**src/rtl/div.sv**
```systemverilog
// Multi-cycle radix-2 restoring divider producing {remainder, quotient}.
// Handles signed and unsigned operands. The operation can be annulled at any point.
module div (
  input  logic        clk,
  input  logic        resetn,
  input  logic        signed_div,
  input  logic [31:0] opdata1,
  input  logic [31:0] opdata2,
  input  logic        start,
  input  logic        annul,
  output logic [63:0] result,
  output logic        ready,
  output logic        busy
);

  typedef enum logic [1:0] {S_IDLE, S_BY_ZERO, S_ON, S_END} state_e;

  state_e      state_q;
  logic [4:0]  cnt_q;
  logic [64:0] work_q;      // {partial remainder[32:0], dividend/quotient[31:0]}
  logic [31:0] divisor_q;
  logic        quot_neg_q;
  logic        rem_neg_q;
  logic [63:0] result_q;
  logic        ready_q;
  logic        busy_q;

  logic [31:0] op1_abs, op2_abs;
  logic [33:0] trial;
  logic [64:0] work_d;
  logic [31:0] quot_fix, rem_fix;

  // NOTE: every signal driven here gets a default first, so no path can infer a latch.
  always_comb begin
    op1_abs = opdata1;
    op2_abs = opdata2;
    if (signed_div && opdata1[31]) op1_abs = -opdata1;
    if (signed_div && opdata2[31]) op2_abs = -opdata2;

    // Shift left by one and trial-subtract in a single step. Bit 33 is the borrow.
    trial  = work_q[64:31] - {2'b00, divisor_q};
    work_d = trial[33] ? {work_q[63:0], 1'b0}
                       : {trial[32:0], work_q[30:0], 1'b1};

    quot_fix = quot_neg_q ? -work_q[31:0]  : work_q[31:0];
    rem_fix  = rem_neg_q  ? -work_q[63:32] : work_q[63:32];
  end

  // NOTE: state is updated only with non-blocking assignments. All branches then see the pre-edge values.
  always_ff @(posedge clk or negedge resetn) begin
    if (!resetn) begin
      state_q    <= S_IDLE;
      cnt_q      <= '0;
      work_q     <= '0;
      divisor_q  <= '0;
      quot_neg_q <= 1'b0;
      rem_neg_q  <= 1'b0;
      result_q   <= '0;
      ready_q    <= 1'b0;
      busy_q     <= 1'b0;
    end else begin
      ready_q <= 1'b0;
      unique case (state_q)
        S_IDLE: begin
          if (start && !annul) begin
            quot_neg_q <= signed_div & (opdata1[31] ^ opdata2[31]);
            rem_neg_q  <= signed_div & opdata1[31];
            divisor_q  <= op2_abs;
            work_q     <= {33'd0, op1_abs};
            cnt_q      <= '0;
            busy_q     <= 1'b1;
            state_q    <= (opdata2 == 32'd0) ? S_BY_ZERO : S_ON;
          end
        end
        S_BY_ZERO: begin
          busy_q <= 1'b0;
          if (annul) begin
            state_q <= S_IDLE;
          end else begin
            work_q  <= '0;
            state_q <= S_END;
          end
        end
        S_ON: begin
          if (annul) begin
            busy_q  <= 1'b0;
            state_q <= S_IDLE;
          end else begin
            work_q <= work_d;
            cnt_q  <= cnt_q + 5'd1;
            if (cnt_q == 5'd31) begin
              busy_q  <= 1'b0;
              state_q <= S_END;
            end
          end
        end
        S_END: begin
          state_q <= S_IDLE;
          if (!annul) begin
            result_q <= {rem_fix, quot_fix};
            ready_q  <= 1'b1;
          end
        end
        default: state_q <= S_IDLE;
      endcase
    end
  end

  assign result = result_q;
  assign ready  = ready_q;
  assign busy   = busy_q;

endmodule

```
**config.mk**
```make
export PLATFORM = sky130hd
export DESIGN_NAME = div
export DESIGN_NICKNAME = d
export VERILOG_FILES = /design/src/rtl/div.sv
export SDC_FILE = /design/constraint.sdc
export NUM_CORES = 1
export LEC_CHECK = 0
export ABC_CLOCK_PERIOD_IN_PS = 3600
export BUFFER_PORTS_ARGS = -buffer_cell sky130_fd_sc_hd__buf_2
export CORE_ASPECT_RATIO = 1.4
export CORE_MARGIN = 3
export CORE_UTILIZATION = 45
export CTS_BUF_LIST = sky130_fd_sc_hd__clkbuf_8
export CTS_CLUSTER_SIZE = 12
export DETAILED_ROUTE_END_ITERATION = 10
export PLACE_DENSITY = 0.64
export SLEW_MARGIN = 30
export SYNTH_ARGS = -nofsm -noshare
export SYNTH_HDL_FRONTEND = slang
export SYNTH_SLANG_ARGS = --single-unit
export TNS_END_PERCENT = 10
```
**constraint.sdc**
```tcl
create_clock -name clk -period 3.6 [get_ports clk]
set_clock_uncertainty 0.2 [all_clocks]
set_input_delay 0.18 -clock clk [delete_from_list [all_inputs] [get_ports clk]]
set_output_delay 0.18 -clock clk [all_outputs]
set_load 0.05 [all_outputs]
```
==> impl_metrics.py, run 1 <==
metrics = {
    "global_route": {
        "grt_pass1_wl_um": 49320,
        "grt_max_degree": 88,
        "antenna_found_initial": 0,
        "grt_pass1_vias": 10150,
        "gr-usage-all-layers": 0.2169,
        "gr-total-overflow": 0,
    },
    "critical_path": {
        "cp.arrival_ns": 3.48,
        "reg2reg_from": "work_q[41]$_DFFE_PN0P_",
        "worst-path-max-fanout": 27,
        "rr_worst_depth": 12,
        "worstSetupPathType": "reg2reg",
        "end_kind": "flop",
        "reg2reg_slack_ns": 0.25,
        "cp-start-kind": "flop",
        "startpoint": "work_q[41]$_DFFE_PN0P_",
        "endpoint": "work_q[34]$_DFFE_PN0P_",
        "r2r-end": "work_q[34]$_DFFE_PN0P_",
        "crit_required_ns": 3.73,
    },
    "place": {
        "place_area_um2": 12500,
        "dpl.hpwl_um": 22210,
        "numPortBuffers": 134,
        "gp_congestion": 0.9170,
    },
    "floorplan": {
        "core_um2": 24840,
        "rows": 68,
        "pin_count": 135,
        "start_util": 0.4593,
        "fp.dieW_um": 140.6,
        "die_h_um": 194.4,
        "fp.dieArea_um2": 27330,
    },
    "synth": {
        "synth_edf_count": 0,
        "yosysSeqAreaShare": 0.3772,
        "async_reset_ff_frac": 1.000,
        "synthCells": 1341,
        "synth_cell_types": 72,
        "syn_nets": 1455,
        "syn_avg_cell_area_um2": 8.509,
        "yosysWarnings": 0,
        "synth_seq_cells": 172,
        "syn_area_um2": 11410,
        "synth_ff_type": "dfrtp_1",
    },
    "cells_and_area": {
        "mostFrequentLayoutCells": "nand2_1 (210), o21ai_0 (201), dfrtp_1 (172)",
        "n_fill_cell": 2366,
        "multi_input_comb_area_um2": 6625,
        "syn_to_final_growth_pct": 20.21,
        "fin_area_um2": 13720,
        "drive_above_1_share": 0.1408,
        "seq_area_um2": 4304,
        "antennaDiodeCount": 0,
        "final_common_cell": "nand2_1",
        "nNetsFinal": 1650,
    },
    "detailed_routing": {
        "viasPerCell": 5.464,
        "vias": 10180,
        "avgRoutedWirePerCell_um": 15.76,
        "drc": 0,
        "drt-initial-drc-count": 419,
        "postRouteAntennaNets": 0,
        "routed_wirelength_um": 29370,
        "drt_pass1_iterations": 5,
    },
    "pwr": {
        "p_leak_nw": 6.254,
        "powerDensity_nw_per_um2": 654.9,
        "ir_drop_uv": 438.0,
        "total_power_w": 0.008983,
    },
    "timing": {
        "relSlewSlack": 0.3382,
        "fin_crit_ns": 3.352,
        "tightestPinTransition_ns": 0.9927,
        "fmax_ghz": 0.2983,
        "rsz0062_at_grt": "no",
        "tns_ns": 0,
        "hold_viol": 0,
        "maxSlewViolCount": 0,
        "setup-violations-final": 0,
        "fin_crit_sh": 0.9312,
        "holdWs_ns": 0.07505,
    },
    "clock_tree": {
        "cts_buffers": 17,
        "cts_root_buffer": "clkbuf_8",
        "clkTransAtPathRegs_ns": 0.08,
        "cts_buffer_depth": 2,
        "cts_tree": "yes",
        "clock_latency_ns": 0.47,
        "htree_levels": 4,
        "clkSinkCount": 172,
    },
    "hold_path": {
        "hold_class": "in2reg",
        "min_delay_path_depth": 5,
        "min_from": "opdata1[2]",
    },
    "run": {
        "cap_violations": 0,
    },
    "status": {
        "status": "finished clean",
    },
}
metrics by stage:
step / util / std cells / setup slack [ns]
3_5_place_dp: 0.5030 / 1747 / 0.2065
2_1_floorplan: - / 1341 / 0.4508
3_3_place_gp: 0.5014 / 1745 / 0.2593
4_1_cts: 0.5516 / 1863 / 0.1875
6_report: 0.5521 / 1863 / 0.2477
5_1_grt: 0.5521 / 1863 / 0.02125
timing repair:
action                                  4_1_cts  5_1_grt
hold endpoints to repair                    153        0
setup buffers                                 0        0
hold buffers                                 85        0
endpoints found under the setup margin        0        3
resized for setup                             0        2
synthesized netlist by cell type, drive strengths merged (2+ instances only):
master / n / area [µm²]
and2: 6 / 37.54
xnor2: 58 / 508.0
xor2: 89 / 779.5
a21o: 13 / 97.59
a211oi: 8 / 60.06
a22oi: 20 / 150.1
a221oi: 8 / 70.07
or2: 7 / 43.79
or4: 20 / 161.4
nand2: 210 / 788.3
or3: 10 / 62.56
a41oi: 2 / 17.52
nand3b: 7 / 52.55
a21oi: 56 / 280.3
nor2: 60 / 225.2
nor2b: 6 / 37.54
and4: 2 / 17.52
ha: 44 / 550.5
inv: 54 / 202.7
o21bai: 3 / 22.52
a32oi: 2 / 17.52
o21a: 7 / 52.55
o31ai: 28 / 210.2
nor4: 13 / 87.58
mux2i: 32 / 320.3
nor3: 16 / 80.08
a22o: 3 / 26.28
a31oi: 13 / 81.33
o41ai: 18 / 183.9
a2bb2oi: 3 / 26.28
o221ai: 3 / 26.28
nand2b: 12 / 90.09
buf: 9 / 60.05
nand4: 9 / 56.30
nand3: 12 / 60.06
o21ai: 209 / 1050
dfrtp: 172 / 4304
or4b: 2 / 20.02
and3: 7 / 43.79
clkbuf: 66 / 247.7
o211ai: 5 / 37.54
report_power, final:
group          internal [W]  switching, W
Combinational       0.00163       0.00300
Clock              0.000583      0.000694
Sequential          0.00251      0.000574
Total               0.00472       0.00427
per-layer routing:
metal  up-vias  GRT usage  part of all wire
met4         0    0.07469             0.022
met5         -          0                 0
met2       214     0.3892              0.52
li1       5135          -                 -
met3        45    0.02929             0.036
met1      4786     0.2652              0.42
state kept, by name, summed over array words and instances (netlist names):
signal      cells
cnt_q           5
rem_neg_q       1
ready           1
work_q         65
result         64
state_q         2
divisor_q      32
busy            1
quot_neg_q      1
worst min-delay path by stage:
stage / end
after floorplan: busy$_DFFE_PN0P_
after global placement: divisor_q[3]$_DFFE_PN0P_
after detailed placement: divisor_q[3]$_DFFE_PN0P_
after CTS: work_q[2]$_DFFE_PN0P_
after global routing: work_q[2]$_DFFE_PN0P_
final: work_q[2]$_DFFE_PN0P_
kinds of logic after synthesis:
kind of cell | synth area share
AOI/OAI and AO/OA | 0.2188
and+or+nand+nor | 0.1671
DFF | 0.3772
xor gates and xnor gates | 0.1128
buffers and inverters | 0.04506
adders and majority gates | 0.05000
muxes | 0.02906
worst max-delay path, stage by stage, from the launching register on:
cell and delay (ns):
dfrtp_1 0.46, ha_1 0.44, and3_1 0.22, nand4_1 0.10, a31oi_1 0.20, nor2_1 0.13, o41ai_1 0.32, buf_4 0.20
a21oi_1 0.10, xnor2_2 0.26, buf_12 0.25, mux2i_1 0.21, o21ai_0 0.11
final cells by class:
cell class	instances	area share
Clock inverter	11	0.005929
Multi-Input combinational cell	1039	0.4830
Sequential cell	172	0.3138
Inverter	55	0.01505
Tap cell	315	0.02873
Timing Repair Buffer	251	0.1334
Clock buffer	20	0.02007
No activity file was read; power rests on OpenSTA's default activity.
==> inputs of run 2 (changes only) <==
--- a/config.mk
+++ b/config.mk
@@ -5,13 +5,13 @@
 export SDC_FILE = /design/constraint.sdc
 export NUM_CORES = 1
 export LEC_CHECK = 0
-export ABC_CLOCK_PERIOD_IN_PS = 3600
+export ABC_CLOCK_PERIOD_IN_PS = 3910
 export BUFFER_PORTS_ARGS = -buffer_cell sky130_fd_sc_hd__buf_2
-export CORE_ASPECT_RATIO = 1.4
+export CORE_ASPECT_RATIO = 0.8
 export CORE_MARGIN = 3
 export CORE_UTILIZATION = 45
 export CTS_BUF_LIST = sky130_fd_sc_hd__clkbuf_8
-export CTS_CLUSTER_SIZE = 12
+export CTS_CLUSTER_SIZE = 40
 export DETAILED_ROUTE_END_ITERATION = 10
 export PLACE_DENSITY = 0.64
 export SLEW_MARGIN = 30
==> constraint.sdc (replaced) <==
create_clock -name clk -period 3.91 [get_ports clk]
set_clock_uncertainty 0.2 [all_clocks]
set_input_delay 0.1955 -clock clk [delete_from_list [all_inputs] [get_ports clk]]
set_output_delay 0.1955 -clock clk [all_outputs]
set_load 0.05 [all_outputs]
==> impl_metrics.py, run 2 (synthesis gave the netlist of run 1 again) <==
metrics = {
    "pwr": {
        "p_leak_nw": 6.124,
        "clkPwrFrac": 0.153,
        "switching_share": 0.4885,
        "ir_drop_uv": 380.6,
        "pwr-share-seq": 0.340,
        "combPwrFrac": 0.507,
        "p_int_w": 0.004306,
        "switchingPower_w": 0.004112,
        "powerDensity_nw_per_um2": 623.9,
    },
    "timing": {
        "maxSlewViolCount": 0,
        "tightestPinTransition_ns": 0.7512,
        "hold_viol": 0,
        "relSlewSlack": 0.4989,
        "tns_ns": 0,
        "rsz0062_at_grt": "no",
        "setup-violations-final": 0,
        "fin_crit_ns": 3.626,
        "fin_crit_sh": 0.9274,
        "fmax_ghz": 0.2758,
    },
    "detailed_routing": {
        "vias": 10210,
        "drt-initial-drc-count": 814,
        "avgRoutedWirePerCell_um": 16.48,
        "drc": 0,
        "viasPerCell": 5.559,
        "postRouteAntennaNets": 0,
        "drt_pass1_iterations": 5,
        "routed_wirelength_um": 30270,
    },
    "hold_path": {
        "hold_class": "in2reg",
        "min_from": "opdata1[18]",
    },
    "place": {
        "numPortBuffers": 134,
        "gp_congestion": 0.9144,
        "dpl.hpwl_um": 22400,
        "placed_cells": 1738,
    },
    "clock_tree": {
        "cts_tree": "yes",
        "cts_resized": 0,
        "cts_buffers": 17,
        "htree_levels": 4,
        "clkTransAtPathRegs_ns": 0.10,
        "clkSinkCount": 172,
        "cts_buffer_depth": 2,
        "cts_root_buffer": "clkbuf_8",
        "cts_hold_buf": 66,
        "clock_latency_ns": 0.47,
        "post_cts_buffers": 0,
    },
    "global_route": {
        "grt_pass1_wl_um": 49470,
        "grt_max_degree": 76,
        "grt_pass1_vias": 9389,
        "antenna_found_initial": 0,
        "gr-total-overflow": 0,
        "gr-usage-all-layers": 0.2241,
    },
    "run": {
        "cap_violations": 0,
    },
    "cells_and_area": {
        "antennaDiodeCount": 0,
        "drive_above_1_share": 0.1396,
        "regMostFlops": "work_q",
        "mostFrequentLayoutCells": "nand2_1 (210), o21ai_0 (201), dfrtp_1 (170)",
        "fin_cells": 1837,
        "syn_to_final_growth_pct": 18.26,
        "final_common_cell": "nand2_1",
        "largest_reg_flops": 65,
        "nNetsFinal": 1620,
        "n_fill_cell": 2273,
    },
    "floorplan": {
        "fp.dieW_um": 184.0,
        "fp.dieArea_um2": 27320,
        "die_h_um": 148.4,
        "start_util": 0.4633,
        "core_um2": 24630,
        "rows": 51,
        "pin_count": 135,
    },
    "critical_path": {
        "cp.arrival_ns": 3.77,
        "crit_required_ns": 4.05,
        "end_kind": "flop",
        "worst-path-max-fanout": 15,
        "startpoint": "work_q[39]$_DFFE_PN0P_",
        "reg2reg_from": "work_q[39]$_DFFE_PN0P_",
        "cp-start-kind": "flop",
        "worstSetupPathType": "reg2reg",
    },
    "status": {
        "status": "finished clean",
    },
}
[run 2: cell types whose count changed in the layout (fill, tap and decap cells not counted), moves of 5 or more]
cell	before	now
buf_4	27	16
inv_1	59	54
inv_6	0	5
dlygate4sd3_1	85	66
[run 2: cell type report]
type                    instances  area, µm²  share of cell area
clock buffers                  18      247.7             0.01836
clock inverters                14      152.6             0.01131
inverters                      55      206.4             0.01530
multi-input cells            1039       6610              0.4898
flip-flops and latches        172       4307              0.3191
well taps                     318      397.9             0.02949
repair buffers                221       1573              0.1166
[run 2: power groups by stage]
stage | registers (W) | logic, W | clock network, W
finish | 0.00286 | 0.00427 | 0.00129
global route | 0.00295 | 0.00473 | 0.00140
CTS | 0.00285 | 0.00422 | 0.00132
detailed placement | 0.00289 | 0.00415 | 0
global placement | 0.00287 | 0.00410 | 0
floorplan | 0.00334 | 0.00259 | 0
[run 2: worst max-delay path, cell delays in order (launching register included)]
cell and delay, ns:
dfrtp_1 0.46, ha_1 0.43, and3_1 0.22, nand4_1 0.11, a31oi_1 0.19, nor2_1 0.14
o41ai_1 0.35, buf_4 0.20, a21oi_1 0.09, xnor2_2 0.50, buf_12 0.26, mux2i_1 0.26
o31ai_1 0.09
[run 2: per-stage QoR]
step | instance area [µm²] | hold slack (ns) | setup WS (ns) | utilization | total power (W)
after floorplan | 11410 | -0.3001 | 0.7608 | - | 0.005924
after global placement | 12380 | 0.06211 | 0.3347 | 0.5024 | 0.006964
after detailed placement | 12400 | 0.05968 | 0.3589 | 0.5036 | 0.007046
after CTS | 13460 | 0.0005517 | 0.3386 | 0.5466 | 0.008392
after global routing | 13490 | 0.02743 | 0.07841 | 0.5479 | 0.009083
final | 13490 | 0.03068 | 0.2838 | 0.5479 | 0.008419
[run 2: routing by layer]
metal	vias to the layer above	GRT usage	share of wire
met4	0	0.04609	0.011
met5	-	0	0
met3	30	0.04572	0.073
met1	4732	0.3554	0.51
li1	5100	-	-
met2	350	0.3138	0.40
[run 2: worst paths after layout]
check / end / slack (ns) / depth (start not counted)
worst max-delay path: work_q[38]$_DFFE_PN0P_ / 0.28 / 12
min in group asynchronous: result[43]$_DFFE_PN0P_ / 0.07 / 2
max in group asynchronous: work_q[64]$_DFFE_PN0P_ / 2.55 / 3
worst min-delay path: work_q[18]$_DFFE_PN0P_ / 0.03 / 4
worst max register to register: work_q[38]$_DFFE_PN0P_ / 0.28 / 12
worst min register to register: result[46]$_DFFE_PN0P_ / 0.28 / 2
